[src/rtl/fifo_pkg.sv]
// Shared definitions for the stream FIFO: read-mode encoding, width helper
// and the depth legality check used at elaboration.
package fifo_pkg;

    typedef enum int {
        FIFO_MODE_STD  = 0,
        FIFO_MODE_FWFT = 1
    } fifo_mode_e;

    // Width of count/threshold/hwm: must represent 0..depth inclusive.
    function automatic int fifo_cw(input int depth);
        return $clog2(depth) + 1;
    endfunction

    function automatic bit fifo_depth_ok(input int depth);
        return (depth >= 2) && ((depth & (depth - 1)) == 0);
    endfunction

endpackage

[src/rtl/fifo_ram.sv]
// DEPTH x DATA_WIDTH storage: one synchronous write port, one asynchronous
// read port, no reset (contents survive rst and flush).
module fifo_ram #(
    parameter  int DATA_WIDTH = 32,
    parameter  int DEPTH      = 16,
    localparam int AW         = $clog2(DEPTH)
) (
    input  logic                  clk,
    input  logic                  wr_en,
    input  logic [AW-1:0]         wr_addr,
    input  logic [DATA_WIDTH-1:0] wr_data,
    input  logic [AW-1:0]         rd_addr,
    output logic [DATA_WIDTH-1:0] rd_data
);

    logic [DATA_WIDTH-1:0] mem [DEPTH];

    always_ff @(posedge clk) begin
        if (wr_en) begin
            mem[wr_addr] <= wr_data;
        end
    end

    assign rd_data = mem[rd_addr];

endmodule

[src/rtl/fifo_stream.sv]
// Synchronous valid/ready FIFO with FWFT or standard read mode, programmable
// almost-full/almost-empty flags, synchronous flush and high-water mark.
module fifo_stream
    import fifo_pkg::*;
#(
    parameter  int DATA_WIDTH = 32,
    parameter  int DEPTH      = 16,
    parameter  int FWFT       = 1,
    localparam int CW         = fifo_cw(DEPTH)
) (
    input  logic                  clk,
    input  logic                  rst,
    input  logic                  flush,
    input  logic [DATA_WIDTH-1:0] s_data,
    input  logic                  s_valid,
    output logic                  s_ready,
    output logic [DATA_WIDTH-1:0] m_data,
    output logic                  m_valid,
    input  logic                  m_ready,
    input  logic [CW-1:0]         af_thresh,
    input  logic [CW-1:0]         ae_thresh,
    output logic [CW-1:0]         count,
    output logic                  almost_full,
    output logic                  almost_empty,
    output logic [CW-1:0]         hwm,
    input  logic                  hwm_clr
);

    localparam int            AW   = $clog2(DEPTH);
    localparam logic [CW-1:0] FULL = CW'(DEPTH);

    if (!fifo_depth_ok(DEPTH)) begin : g_bad_depth
        $error("fifo_stream: DEPTH must be a power of two and >= 2");
    end

    logic [AW-1:0]         wr_ptr;
    logic [AW-1:0]         rd_ptr;
    logic [CW-1:0]         count_q;
    logic [CW-1:0]         next_count;
    logic [CW-1:0]         hwm_q;
    logic [CW-1:0]         hwm_next;
    logic [DATA_WIDTH-1:0] ram_rd;
    logic                  push;
    logic                  pop;

    // Space is judged on registered count only: a same-cycle pop never frees
    // room for a push when full.
    assign s_ready = !rst && !flush && (count_q < FULL);
    assign push    = s_valid && s_ready;
    // Identical in both modes: in FWFT m_valid is exactly (count != 0).
    assign pop     = m_ready && (count_q != '0);

    always_comb begin
        next_count = count_q;
        if (flush) begin
            next_count = '0;
        end else if (push && !pop) begin
            next_count = count_q + 1'b1;
        end else if (pop && !push) begin
            next_count = count_q - 1'b1;
        end
    end

    always_comb begin
        hwm_next = hwm_q;
        if (hwm_clr) begin
            hwm_next = next_count;
        end else if (next_count > hwm_q) begin
            hwm_next = next_count;
        end
    end

    always_ff @(posedge clk) begin
        if (rst) begin
            wr_ptr  <= '0;
            rd_ptr  <= '0;
            count_q <= '0;
            hwm_q   <= '0;
        end else begin
            hwm_q <= hwm_next;
            if (flush) begin
                wr_ptr  <= '0;
                rd_ptr  <= '0;
                count_q <= '0;
            end else begin
                if (push) begin
                    wr_ptr <= wr_ptr + 1'b1;
                end
                if (pop) begin
                    rd_ptr <= rd_ptr + 1'b1;
                end
                count_q <= next_count;
            end
        end
    end

    fifo_ram #(
        .DATA_WIDTH(DATA_WIDTH),
        .DEPTH     (DEPTH)
    ) u_ram (
        .clk    (clk),
        .wr_en  (push),
        .wr_addr(wr_ptr),
        .wr_data(s_data),
        .rd_addr(rd_ptr),
        .rd_data(ram_rd)
    );

    if (FWFT == int'(FIFO_MODE_FWFT)) begin : g_fwft
        assign m_valid = (count_q != '0);
        assign m_data  = m_valid ? ram_rd : '0;
    end else begin : g_std
        logic                  m_valid_q;
        logic [DATA_WIDTH-1:0] m_data_q;

        always_ff @(posedge clk) begin
            if (rst) begin
                m_valid_q <= 1'b0;
                m_data_q  <= '0;
            end else if (flush) begin
                m_valid_q <= 1'b0;
            end else begin
                m_valid_q <= pop;
                if (pop) begin
                    m_data_q <= ram_rd;
                end
            end
        end

        assign m_valid = m_valid_q;
        assign m_data  = m_data_q;
    end

    assign count        = count_q;
    assign hwm          = hwm_q;
    assign almost_full  = (count_q >= af_thresh);
    assign almost_empty = (count_q <= ae_thresh);

endmodule

[config.mk]
export PLATFORM = sky130hd
export DESIGN_NAME = fifo_stream
export DESIGN_NICKNAME = d
export VERILOG_FILES = /design/src/rtl/fifo_pkg.sv /design/src/rtl/fifo_ram.sv /design/src/rtl/fifo_stream.sv
export SDC_FILE = /design/constraint.sdc
export NUM_CORES = 1
export LEC_CHECK = 0
export CAP_MARGIN = 20
export CORE_ASPECT_RATIO = 1.1
export CORE_MARGIN = 2
export CORE_UTILIZATION = 50
export CTS_CLUSTER_SIZE = 14
export DETAILED_ROUTE_END_ITERATION = 10
export PLACE_DENSITY_LB_ADDON = 0.2
export SETUP_SLACK_MARGIN = 0.02
export SLEW_MARGIN = 20
export SYNTH_ARGS = -nofsm -noshare
export SYNTH_HDL_FRONTEND = slang
export SYNTH_SLANG_ARGS = --single-unit
[constraint.sdc]
create_clock -name clk -period 6.2 [get_ports clk]
set_input_delay 0.93 -clock clk [delete_from_list [all_inputs] [get_ports clk]]
set_output_delay 0.93 -clock clk [all_outputs]
set_load 0.05 [all_outputs]
* Yosys cells after proc, flatten, opt, wreduce, memory -nomap -nowiden
Memory sizes are Yosys's and may differ from the RTL's. A register that Yosys moved wholly into a read port is not among the register bits.
Index checks and enable logic that the tools add are counted.
** Word-level totals
- Register bits after elaboration :: 18
- Bits in writable memories :: 512
- Output and inout bits :: 46
- Word-level logic and storage cells :: 36
- Memories kept :: 1
** Memory list
- u_ram.mem :: depth 16, bits a word 32, read ports 1, clocked after Yosys merged registers in 1, wr ports 1, RTL line fifo_ram.sv:16 : logic [DATA_WIDTH-1:0] mem [DEPTH];
** Cells by class
- $add $sub $neg :: 4
- $lt $le $gt $ge :: 4
- Mux-type cells :: 10
- Reductions and logical operators :: 13
** Operators with widths (number)
- 32-bit 2-to-1 mux :: 1
- 5-bit 2-to-1 mux :: 5
- 4-bit by 1-bit adder with 4-bit output, second input constant :: 2
- 4-bit 2-to-1 mux :: 2
- 1-bit logical AND :: 6
- 5-bit by 1-bit adder with 5-bit output, second input constant :: 1
- 5-bit >= comparator :: 1
- 5-bit > comparator :: 1
- 5-bit <= comparator :: 1
- 5-bit less-than comparator, second input constant :: 1
- 5-bit nonzero test :: 1
- 5-bit by 1-bit subtractor with 5-bit output, second input constant :: 1
- 1-bit logical NOT :: 4
- 1-bit 2-to-1 mux :: 2
- 2-bit nonzero test :: 1
- 2-bit OR reduction :: 1

* Depth between registers and ports, before layout
- Depth in word-level cells :: 12
- Mapped depth :: 14
- Mapped depth without buffers :: 14

* By module
A second synthesis with hierarchy kept.
** Unflattened totals
- Cell total of the unflattened synthesis :: 997
- Area, all modules :: 20767.4 µm²
** By module, submodules not included
- fifo_ram :: instances 1, cells an instance 806, area each 19213.4 µm², seq. area each 15374.7 µm²
- fifo_stream :: instances 1, cells an instance 191, area each 1554.0 µm², seq. area each 360.3 µm²

* Worst setup path after synthesis
No wires, ideal clock.
- Kind :: input to register
- From :: input flush
- To :: memory u_ram.mem[3][0], enable pin
- Arrival time :: 4.075 ns
- Data required time :: 5.739 ns
- Path slack :: 1.664 ns
- Cell stages on the path :: 5
- Cells stage by stage :: clkbuf_1 > nor4b_2 > buf_2 > nand2_1 > nor3_1
** Between the ends
- Word-level cells in the longest chain between the ends :: 6
** Ends and longest elaborated chain
- start, declared :: RTL line fifo_stream.sv:13 : input logic flush,
- 1-bit logical NOT :: RTL line fifo_stream.sv:48 : assign s_ready = !rst && !flush && (count_q < FULL);
- 1-bit logical AND (2 in series) :: RTL line fifo_stream.sv:48
- 1-bit logical AND :: RTL line fifo_stream.sv:49 : assign push = s_valid && s_ready;
- 1-bit 2-to-1 mux :: RTL line fifo_ram.sv:19 : if (wr_en) begin
- 1-bit 2-to-1 mux (implied by the code) :: RTL line fifo_ram.sv:20 : mem[wr_addr] <= wr_data;
- end, declared :: RTL line fifo_ram.sv:16
No other way between the ends.

==> qor.yml <==
floorplan:
  die_height_microns: 218
  start_util_pct: 50.6
  die-width_microns: 199
  boundaryPins: 94
  fp-row-count: 78
  die-area_sq_um: 43300
  coreArea_sq_um: 41200
logic_synthesis:
  ys_seq_area_share_pct: 75.9
  ys_warn_count: 0
  syn_area_sq_um: 20800
  synth_nets: 992
  synth_commonest_cells: "512 x edfxtp_1, 160 x mux4_2, 32 x and2_1"
  syn_inst: 922
  synthTopCellsByArea: "edfxtp_1 74%, mux4_2 17%, dfxtp_1 2.1%"
  ys_seq_elements: 534
  synth.distinct_cells: 41
  async_flop_share_pct: 0
  synth_top_flop_cell: "edfxtp_1"
  yosysMostFrequentCell: "edfxtp_1"
  yosysTopAreaCell: "edfxtp_1"
  synth-edff-count: 512
  synth_top_cell_area_share_pct: 73.8
  syn_area_per_cell_sq_um: 22.6
clock_network:
  cts.sinks: 534
  cts_resized: 0
  cts_tree: "done"
  path_clk_slew_ns: 0.06
  cts_max_level: 2
  clk-insertion-delay-late_ns: 0.58
  cts_hold_buf: 0
  cts_setup_buffers: 0
  cts_root_buf: "clkbuf_16"
  clock_path_buffers: 3
  tritoncts.num_buffers: 52
setup_path:
  startpoint_type: "register"
  crit_arrival_ns: 3.75
  cp.required_ns: 5.27
  path_class: "register to output port"
  crit_path_max_fanout: 28
  critPathCaptureType: "output port"
placed_design:
  dp_hpwl_microns: 23800
  gp_congestion: 0.754
  placed_area_sq_um: 22600
  io_buffers: 93
power_and_ir_drop:
  swShare_pct: 20.2
  internal-power_mw: 5.76
  finalPower_mw: 7.22
  p_sw_mw: 1.46
  p_leak_nw: 7.46
  ir_worst_vdd_mv: 0.175
  seq_power_share_pct: 54.9
  combPwrFrac_pct: 4.0
  power_density_nw_per_um2: 298
  power_frac_clock_pct: 41.1
route:
  ant_nets: 0
  drc: 0
  vias: 9638
  wl_per_cell_microns: 26.0
  drt_iter0_drc: 794
  first_pass_iters: 5
  postRouteWirelength_microns: 43000
  vias_per_cell: 5.82
grt:
  grt_util_all_layers_pct: 20.5
  antenna_found_initial: 0
  grt_overflow_total: 0
  grt_pass1_wl_microns: 64300
  grt_max_degree: 64
  grt_pass1_vias: 10100
cells_and_area:
  stdcell_area_sq_um: 24200
  drive_gt1_share_pct: 25.7
  num-nets-final: 1126
  syn2layout_area_growth_pct: 16.4
  diodes: 0
  n_fill_cell: 3001
timing:
  rsz0062_at_grt: "false"
  finalSetupViolCount: 0
  timing.final.crit_share_pct: 75.4
  fmax_mhz: 214
  slew_headroom_pct: 35.4
  setup_tns_ns: 0
  holdWs_ns: 0.499
  worst_pin_slew_ns: 0.966
  period_needed_ns: 4.68
  hold_viol: 0
  fin_skew_ns: 0.0236
  maxSlewViolCount: 0
run_status:
  status: "finished, final reports clean"
run:
  maxCapViolations: 0
min_path:
  hold_class: "register to register"
==> power by group through the flow <==
stage	sequential, mW	clock (mW)	combinational [mW]
after floorplan	4.05	0	0.155
after global placement	4.04	0	0.287
after detailed placement	4.04	0	0.292
after CTS	3.97	3.02	0.293
after global routing	3.97	3.16	0.310
final	3.97	2.97	0.289
==> critical path, stage by stage, from the launching register on <==
cell and delay (ns):
dfxtp_4 0.74, buf_4 0.48, mux4_2 0.57, mux4_2 0.48
and2_1 0.17, clkdlybuf4s50_1 0.69
==> kinds of logic (layout without fill, tap and decap cells) <==
| kind of cell | Yosys count | count (layout) | share of synthesized area, % |
|---|---|---|---|
| DFF | 534 | 534 | 75.9 |
| muxes | 162 | 162 | 17.4 |
| and+or+nand+nor | 106 | 106 | 2.71 |
| buffers and inverters | 63 | 238 | 1.35 |
| adders and majority gates | 24 | 24 | 1.42 |
| AOI/OAI and AO/OA | 24 | 24 | 0.835 |
| xor gates and xnor gates | 9 | 9 | 0.378 |
==> placed cells by master (no fill, tap or decap), types with 2 or more instances in the layout <==
master / synthesis / layout
edfxtp_1: 512 / 512
mux4_2: 160 / 160
clkdlybuf4s50_1: 0 / 93
clkbuf_16: 0 / 53
and2_1: 32 / 32
buf_4: 1 / 29
ha_1: 22 / 22
inv_1: 18 / 18
nor2_1: 30 / 18
dfxtp_1: 22 / 18
clkbuf_1: 19 / 14
clkinv_1: 0 / 14
nand2_1: 13 / 13
nor2_4: 0 / 12
nand2b_1: 7 / 7
nand4_1: 5 / 5
nor2b_1: 5 / 5
xnor2_1: 5 / 5
a21o_1: 5 / 5
clkinv_2: 0 / 5
nor3_2: 0 / 4
xor2_1: 4 / 4
a21oi_1: 3 / 3
o21a_1: 3 / 3
dfxtp_4: 0 / 3
bufinv_16: 0 / 3
buf_12: 0 / 3
maj3_1: 2 / 2
mux2i_1: 2 / 2
or2_2: 2 / 2
o31ai_1: 2 / 2
nand3_1: 2 / 2
o22ai_1: 2 / 2
o32ai_1: 2 / 2
inv_6: 0 / 2
clkinvlp_4: 0 / 2
==> per-layer routing <==
layer	up-vias	GRT usage (%)	part of all wire, %	wire length [microns]
met5	-	0	0	0
met4	0	4.83	1.7	712
met3	52	3.06	4.4	1880
met2	257	33.6	50	21600
met1	5210	29.6	44	18900
li1	4119	-	-	-
==> through the flow <==
step / util, % / worst slack [ns] / instances
6_report: 58.9 / 1.52 / 1657
5_1_grt: 58.9 / 1.33 / 1657
4_1_cts: 58.9 / 1.43 / 1657
3_5_place_dp: 55.0 / 1.90 / 1562
3_3_place_gp: 55.0 / 1.96 / 1562
2_1_floorplan: - / 1.66 / 922
==> area by class of cell <==
type | instances | area (sq um) | area share, %
flip-flops and latches | 534 | 15800 | 65.3
multi-input cells | 325 | 4850 | 20.0
clock buffers | 67 | 1380 | 5.69
repair buffers | 125 | 1210 | 4.99
well taps | 560 | 701 | 2.89
clock inverters | 28 | 214 | 0.882
inverters | 18 | 67.6 | 0.279
==> registers in the layout (all words and copies together) (netlist names), named ones only <==
| register | flops |
|---|---|
| u_ram.mem | 512 |
| count | 5 |
| hwm | 5 |
| rd_ptr | 4 |
| wr_ptr | 4 |
==> final timing paths <==
path / from / end / slack, ns / cells past startpoint
setup reg to reg: count[0] / hwm[4] / 2.23 / 14
hold / removal: rd_ptr[1] / register / 0.50 / 2
setup / recovery: register / m_data[6] / 1.52 / 5
hold reg to reg: rd_ptr[1] / register / 0.50 / 2
(Power assumes the default switching activity.)
